**src/rtl/fetch_pkg.sv**
```systemverilog
// ----------------------------------------------------------------------------
// fetch_pkg
// Shared definitions for the instruction-fetch front end:
//   - fetch_state_t    : fetch FSM state encoding (WAIT / HOLD / DROP)
//   - NOP_INSTR        : canonical RV32I NOP (addi x0, x0, 0)
//   - DEFAULT_RESET_PC : default fetch PC loaded on reset
//   - pc_next_seq()    : sequential next-PC helper (wraps modulo 2^32)
// ----------------------------------------------------------------------------
package fetch_pkg;

    typedef enum logic [1:0] {
        ST_WAIT = 2'd0,   // request outstanding for PCF
        ST_HOLD = 2'd1,   // response captured while fetch stage stalled
        ST_DROP = 2'd2    // request outstanding whose response is stale
    } fetch_state_t;

    localparam logic [31:0] NOP_INSTR        = 32'h0000_0013;
    localparam logic [31:0] DEFAULT_RESET_PC = 32'h0000_0000;

    // Sequential successor of a PC; 32-bit add, wraps naturally.
    function automatic logic [31:0] pc_next_seq(input logic [31:0] pc);
        return pc + 32'd4;
    endfunction

endpackage

```
**src/rtl/if_id_reg.sv**
```systemverilog
// ----------------------------------------------------------------------------
// if_id_reg
// IF/ID pipeline register with stall and flush.
// Priority: reset > flush > stall > load > bubble.
//   i_clk     : clock (rising edge)
//   i_rst     : synchronous active-high reset
//   i_load    : fetch stage presents a valid instruction this cycle
//   i_stall   : hold current contents (StallD)
//   i_flush   : insert a bubble, overrides stall and load (FlushD)
//   i_pc      : PC of the instruction being loaded
//   i_instr   : instruction word being loaded
//   o_pc      : PCD
//   o_instr   : InstrD
//   o_valid   : ValidD
// ----------------------------------------------------------------------------
module if_id_reg
    import fetch_pkg::*;
(
    input  logic        i_clk,
    input  logic        i_rst,
    input  logic        i_load,
    input  logic        i_stall,
    input  logic        i_flush,
    input  logic [31:0] i_pc,
    input  logic [31:0] i_instr,
    output logic [31:0] o_pc,
    output logic [31:0] o_instr,
    output logic        o_valid
);

    logic [31:0] r_pc;
    logic [31:0] r_instr;
    logic        r_valid;

    // IF/ID register update
    always_ff @(posedge i_clk) begin
        if (i_rst) begin
            r_pc    <= 32'h0000_0000;
            r_instr <= NOP_INSTR;
            r_valid <= 1'b0;
        end else if (i_flush) begin
            r_instr <= NOP_INSTR;
            r_valid <= 1'b0;
        end else if (i_stall) begin
            r_pc    <= r_pc;
            r_instr <= r_instr;
            r_valid <= r_valid;
        end else if (i_load) begin
            r_pc    <= i_pc;
            r_instr <= i_instr;
            r_valid <= 1'b1;
        end else begin
            // Decode consumed its instruction and fetch has nothing new:
            // present a bubble, keep PCD for visibility.
            r_instr <= NOP_INSTR;
            r_valid <= 1'b0;
        end
    end

    assign o_pc    = r_pc;
    assign o_instr = r_instr;
    assign o_valid = r_valid;

endmodule

```
**src/rtl/fetch_pc_unit.sv**
```systemverilog
// ----------------------------------------------------------------------------
// fetch_pc_unit
// Fetch PC register, instruction-memory request FSM and IF/ID register.
//
// Optional feature macro: FETCH_PERF_CNT_EN
//   When defined, adds FetchCnt (valid IF/ID loads) and DropCnt (discarded
//   memory responses), both 32-bit, reset to 0, wrapping.
//
// Ports:
//   CPU_CLK   in   clock, rising edge
//   CPU_RST   in   synchronous active-high reset
//   PC_In     in   next PC from the next-PC generator
//   Redirect  in   PC_In is a jump/branch target
//   StallF    in   hold the fetch stage
//   StallD    in   hold the IF/ID register
//   FlushD    in   clear the IF/ID register
//   IReq      out  instruction-memory request
//   IAddr     out  request address (always PCF)
//   IAck      in   response valid this cycle
//   IData     in   response instruction word
//   PCF       out  current fetch PC
//   PCD       out  IF/ID PC
//   InstrD    out  IF/ID instruction
//   ValidD    out  IF/ID valid
//   FetchCnt  out  (FETCH_PERF_CNT_EN only) valid IF/ID loads
//   DropCnt   out  (FETCH_PERF_CNT_EN only) discarded responses
//   FetchBusy out  IReq & ~IAck, for the hazard unit
// ----------------------------------------------------------------------------
module fetch_pc_unit
    import fetch_pkg::*;
#(
    parameter logic [31:0] RESET_PC = DEFAULT_RESET_PC
) (
    input  logic        CPU_CLK,
    input  logic        CPU_RST,
    input  logic [31:0] PC_In,
    input  logic        Redirect,
    input  logic        StallF,
    input  logic        StallD,
    input  logic        FlushD,
    output logic        IReq,
    output logic [31:0] IAddr,
    input  logic        IAck,
    input  logic [31:0] IData,
    output logic [31:0] PCF,
    output logic [31:0] PCD,
    output logic [31:0] InstrD,
    output logic        ValidD,
`ifdef FETCH_PERF_CNT_EN
    output logic [31:0] FetchCnt,
    output logic [31:0] DropCnt,
`endif
    output logic        FetchBusy
);

    fetch_state_t r_state;
    fetch_state_t w_state_nxt;
    logic [31:0]  r_pcf;
    logic [31:0]  w_pcf_nxt;
    logic [31:0]  r_pend_pc;
    logic [31:0]  w_pend_pc_nxt;
    logic [31:0]  r_hold_instr;
    logic [31:0]  w_hold_instr_nxt;
    logic         w_load;
    logic [31:0]  w_load_instr;
    logic         w_drop;
    logic         w_ireq;

    // Fetch FSM and PC/PendPC/hold-buffer state registers
    always_ff @(posedge CPU_CLK) begin
        if (CPU_RST) begin
            r_state      <= ST_WAIT;
            r_pcf        <= RESET_PC;
            r_pend_pc    <= 32'h0000_0000;
            r_hold_instr <= 32'h0000_0000;
        end else begin
            r_state      <= w_state_nxt;
            r_pcf        <= w_pcf_nxt;
            r_pend_pc    <= w_pend_pc_nxt;
            r_hold_instr <= w_hold_instr_nxt;
        end
    end

    // Next-state, next-PC and IF/ID load decisions
    always_comb begin
        w_state_nxt      = r_state;
        w_pcf_nxt        = r_pcf;
        w_pend_pc_nxt    = r_pend_pc;
        w_hold_instr_nxt = r_hold_instr;
        w_load           = 1'b0;
        w_load_instr     = r_hold_instr;
        w_drop           = 1'b0;
        case (r_state)
            ST_WAIT: begin
                if (Redirect) begin
                    if (IAck) begin
                        // Response belongs to the wrong path; go straight
                        // to the target.
                        w_drop    = 1'b1;
                        w_pcf_nxt = PC_In;
                    end else begin
                        // Bus still owes us the old response: remember the
                        // target and keep IAddr stable until it arrives.
                        w_pend_pc_nxt = PC_In;
                        w_state_nxt   = ST_DROP;
                    end
                end else if (IAck) begin
                    if (StallF) begin
                        w_hold_instr_nxt = IData;
                        w_state_nxt      = ST_HOLD;
                    end else begin
                        w_load       = 1'b1;
                        w_load_instr = IData;
                        w_pcf_nxt    = PC_In;
                    end
                end else begin
                    w_state_nxt = ST_WAIT;
                end
            end
            ST_HOLD: begin
                if (Redirect) begin
                    w_drop           = 1'b1;
                    w_hold_instr_nxt = 32'h0000_0000;
                    w_pcf_nxt        = PC_In;
                    w_state_nxt      = ST_WAIT;
                end else if (!StallF) begin
                    w_load           = 1'b1;
                    w_load_instr     = r_hold_instr;
                    w_hold_instr_nxt = 32'h0000_0000;
                    w_pcf_nxt        = PC_In;
                    w_state_nxt      = ST_WAIT;
                end else begin
                    w_state_nxt = ST_HOLD;
                end
            end
            ST_DROP: begin
                if (IAck) begin
                    // A redirect arriving with the stale ack is newer than
                    // PendPC, so it wins.
                    w_drop      = 1'b1;
                    w_pcf_nxt   = Redirect ? PC_In : r_pend_pc;
                    w_state_nxt = ST_WAIT;
                end else if (Redirect) begin
                    w_pend_pc_nxt = PC_In;
                end else begin
                    w_state_nxt = ST_DROP;
                end
            end
            default: begin
                w_state_nxt = ST_WAIT;
            end
        endcase
    end

    // Request is suppressed in any reset cycle; memory abandons it too.
    assign w_ireq    = ~CPU_RST & ((r_state == ST_WAIT) | (r_state == ST_DROP));
    assign IReq      = w_ireq;
    assign IAddr     = r_pcf;
    assign PCF       = r_pcf;
    assign FetchBusy = w_ireq & ~IAck;

    if_id_reg u_if_id_reg (
        .i_clk   (CPU_CLK),
        .i_rst   (CPU_RST),
        .i_load  (w_load),
        .i_stall (StallD),
        .i_flush (FlushD),
        .i_pc    (r_pcf),
        .i_instr (w_load_instr),
        .o_pc    (PCD),
        .o_instr (InstrD),
        .o_valid (ValidD)
    );

`ifdef FETCH_PERF_CNT_EN
    logic [31:0] r_fetch_cnt;
    logic [31:0] r_drop_cnt;
    logic        w_fetch_inc;

    // A load only counts if it actually lands in IF/ID.
    assign w_fetch_inc = w_load & ~StallD & ~FlushD;

    // Performance counters
    always_ff @(posedge CPU_CLK) begin
        if (CPU_RST) begin
            r_fetch_cnt <= 32'h0000_0000;
            r_drop_cnt  <= 32'h0000_0000;
        end else begin
            r_fetch_cnt <= r_fetch_cnt + {31'd0, w_fetch_inc};
            r_drop_cnt  <= r_drop_cnt + {31'd0, w_drop};
        end
    end

    assign FetchCnt = r_fetch_cnt;
    assign DropCnt  = r_drop_cnt;
`endif

endmodule

```
**config.mk**
```make
export PLATFORM = sky130hd
export DESIGN_NAME = fetch_pc_unit
export DESIGN_NICKNAME = d
export VERILOG_FILES = /design/src/rtl/fetch_pkg.sv /design/src/rtl/if_id_reg.sv /design/src/rtl/fetch_pc_unit.sv
export SDC_FILE = /design/constraint.sdc
export NUM_CORES = 1
export LEC_CHECK = 0
export CAP_MARGIN = 20
export CORE_MARGIN = 2
export CORE_UTILIZATION = 48
export CTS_BUF_LIST = sky130_fd_sc_hd__clkbuf_8
export DETAILED_ROUTE_END_ITERATION = 8
export PLACE_DENSITY = 0.82
export SETUP_SLACK_MARGIN = 0.2
export SLEW_MARGIN = 20
export SYNTH_ARGS = -nofsm -noshare
export SYNTH_HDL_FRONTEND = slang
export SYNTH_SLANG_ARGS = --single-unit
```
**constraint.sdc**
```tcl
create_clock -name CPU_CLK -period 1.9 [get_ports CPU_CLK]
set_input_delay 0.475 -clock CPU_CLK [delete_from_list [all_inputs] [get_ports CPU_CLK]]
set_output_delay 0.475 -clock CPU_CLK [all_outputs]
set_load 0.01 [all_outputs]
```
==> impl_metrics.toml <==
[yosys]
seq_area_frac_synth = 0.5115
yosys_warnings = 0
syn_nets = 806
synth_cell_types = 26
synth_top_area_cell = "dfxtp_1"
synth.area.top_cells = "dfxtp_1 (51%), nand2_1 (11%), a21oi_1 (5.3%)"
synthesis.area_um2 = 6380
synth_top_area_share = 0.5115
synth-seq-cells = 163
synth_area_per_cell_um2 = 8.680
syn_inst = 735

[power]
clkPwrFrac = 0.353
p_per_area_nw_per_um2 = 794.3
intPower_mw = 5.344
p_leak_nw = 3.902
p_comb_frac = 0.138
sw_frac_of_total = 0.2521
p_switching_mw = 1.801
p_seq_frac = 0.509
ir_drop_mv = 0.6005

[clock_tree]
numCtsBuffers = 17
htree_num_levels = 4
insertion_delay_ns = 0.46
cts_tree = "built"
clockRootBuffer = "clkbuf_8"
clock_path_buffers = 2
cts.sinks = 163
clk_pin_slew_ns = 0.09

[placed_design]
place.gp.congestion = 0.7287
place_ws_ns = -0.5058
dp_hpwl_um = 10570
dp.cells = 1047
numPortBuffers = 201

[sta]
slew_headroom = 0.5769
fin_skew_ns = 0.009439
fin_crit_sh = 0.8977
finalCriticalPeriod_ns = 1.706
drv_slew = 0
final.setup.tns_ns = 0
rsz0062_at_grt = "true"
fmax_ghz = 0.5863
worst_pin_slew_ns = 0.6347
hold_viol = 0
whs_ns = 0.4538
setup_ws_ns = 0.1943
setup_viol = 0

[run_status]
status = "finished, final reports clean"

[worst_hold_path]
min_path_type = "reg2reg"

[floorplanning]
row_count = 42
die_area_um2 = 14230
core_area_um2 = 13090
pin_count = 202
start_util = 0.4876
die_x_um = 119.3
die_y_um = 119.3

[finish]
final_cell_mix = "nand2_1 (195), dfxtp_1 (149), dlygate4sd2_1 (129), nor2_1 (70), a21oi_1 (68)"
fin_nets = 974
utilization = 0.6875
multiInputGateArea_um2 = 2684
synthToLayoutAreaGrowth_pct = 41.01
drive_gt1_frac = 0.1408
fill_cells = 1065
ff_latch_area_um2 = 3281
final_common_cell = "nand2_1"
finalNonFillerCells = 1094

[worst_setup_path]
crit_type = "reg2out"
ff2ff_setup_slack_ns = 0.27
cp-end-kind = "output pin"
cp.required_ns = 1.42
startpoint_type = "flip-flop"
cp.arrival_ns = 1.23
worstPathMaxFanout = 2

[drt]
drt_wl_total_um = 17510
via_per_inst = 5.271
drt-initial-drc-count = 369
avgRoutedWirePerCell_um = 16.00
num_vias = 5766
first_pass_iters = 7
ant_nets = 0
drc = 0

[grt]
grt_pass1_wl_um = 26270
grt_pass1_vias = 5135
track_usage = 0.2304
grt_start_max_net_pins = 61
grt-ovfl-total = 0
antenna_found_initial = 2

[job]
max-cap-violations = 0
## what timing repair did
| item | in CTS | in global routing |
|---|---|---|
| setup endpoints to repair | 135 | 92 |
| endpoints found under the hold margin | 0 | 0 |
| hold buffers | 0 | 0 |
| gates cloned | 0 | 7 |
| setup buffers | 0 | 6 |
| pin swaps | 1 | 6 |
| gates resized for setup | 153 | 15 |
## cells by family after synthesis
logic type | after synthesis | share of synthesized area
AND/OR/NAND/NOR | 284 | 0.1741
AO/OA/AOI/OAI | 163 | 0.1798
flip-flops | 163 | 0.5115
buffers and inverters | 92 | 0.07688
multiplexers | 33 | 0.05766
## routing by layer
metal,global-route usage,up-vias,wire (um)
li1,-,2818,-
met1,0.2851,2703,7356
met2,0.3750,217,8475
met3,0.07519,28,1322
met4,0.08603,0,352
met5,0,-,0
## worst max-delay path: stages, from the launching register on
cell	delay (ns)
dfxtp_1	0.32
or2_4	0.26
nor2_4	0.09
buf_6	0.11
## final timing paths
| path | startpoint | to | cells after the start |
|---|---|---|---|
| worst min-delay path | u_if_id_reg.o_pc[21] | u_if_id_reg.o_pc[21] | 2 |
| worst max register to register | r_state[0] | u_if_id_reg.o_instr[28] | 6 |
| worst min register to register | u_if_id_reg.o_pc[21] | u_if_id_reg.o_pc[21] | 2 |
| worst max-delay path | r_state[0] | FetchBusy | 3 |
## power groups by stage
stage / Combinational (mW) / Sequential (mW) / Clock [mW]
floorplan: 0.490 / 3.72 / 0
finish: 0.987 / 3.64 / 2.52
CTS: 0.908 / 3.64 / 2.57
global route: 1.06 / 3.66 / 2.73
detailed placement: 0.990 / 3.72 / 0
global placement: 0.974 / 3.71 / 0
## layout make-up
cell class / count / area share
sequential: 163 / 0.3647
multi-input combinational: 480 / 0.2983
timing repair buffer: 240 / 0.2670
clock buffer: 21 / 0.03213
tap: 176 / 0.02448
clock inverter: 11 / 0.01238
antenna: 2 / 0.0005563
inverter: 1 / 0.0004172
## stage by stage
step	area [um^2]	total power, mW
finish	8996	7.145
global route	8996	7.450
CTS	8725	7.117
detailed placement	8469	4.707
global placement	8469	4.686
floorplan	6380	4.213
## Yosys cell counts (all sizes together)
library cell	number
buf	48
mux2i	3
inv	1
a211oi	1
a311oi	32
and4b	1
nand2	195
and2	2
nand3	1
or2	2
a22oi	29
nor4	1
mux2	30
dfxtp	163
nor2	72
and3	2
nor2b	2
or3	2
nor3	4
clkbuf	43
a21oi	69
a22o	32
## flip-flops by register name, indices dropped and copies added (netlist names)
signal,count
IAddr,32
r_hold_instr,32
r_pend_pc,32
r_state,2
u_if_id_reg.o_instr,32
u_if_id_reg.o_pc,32
u_if_id_reg.o_valid,1
(Power assumes the default switching activity.)
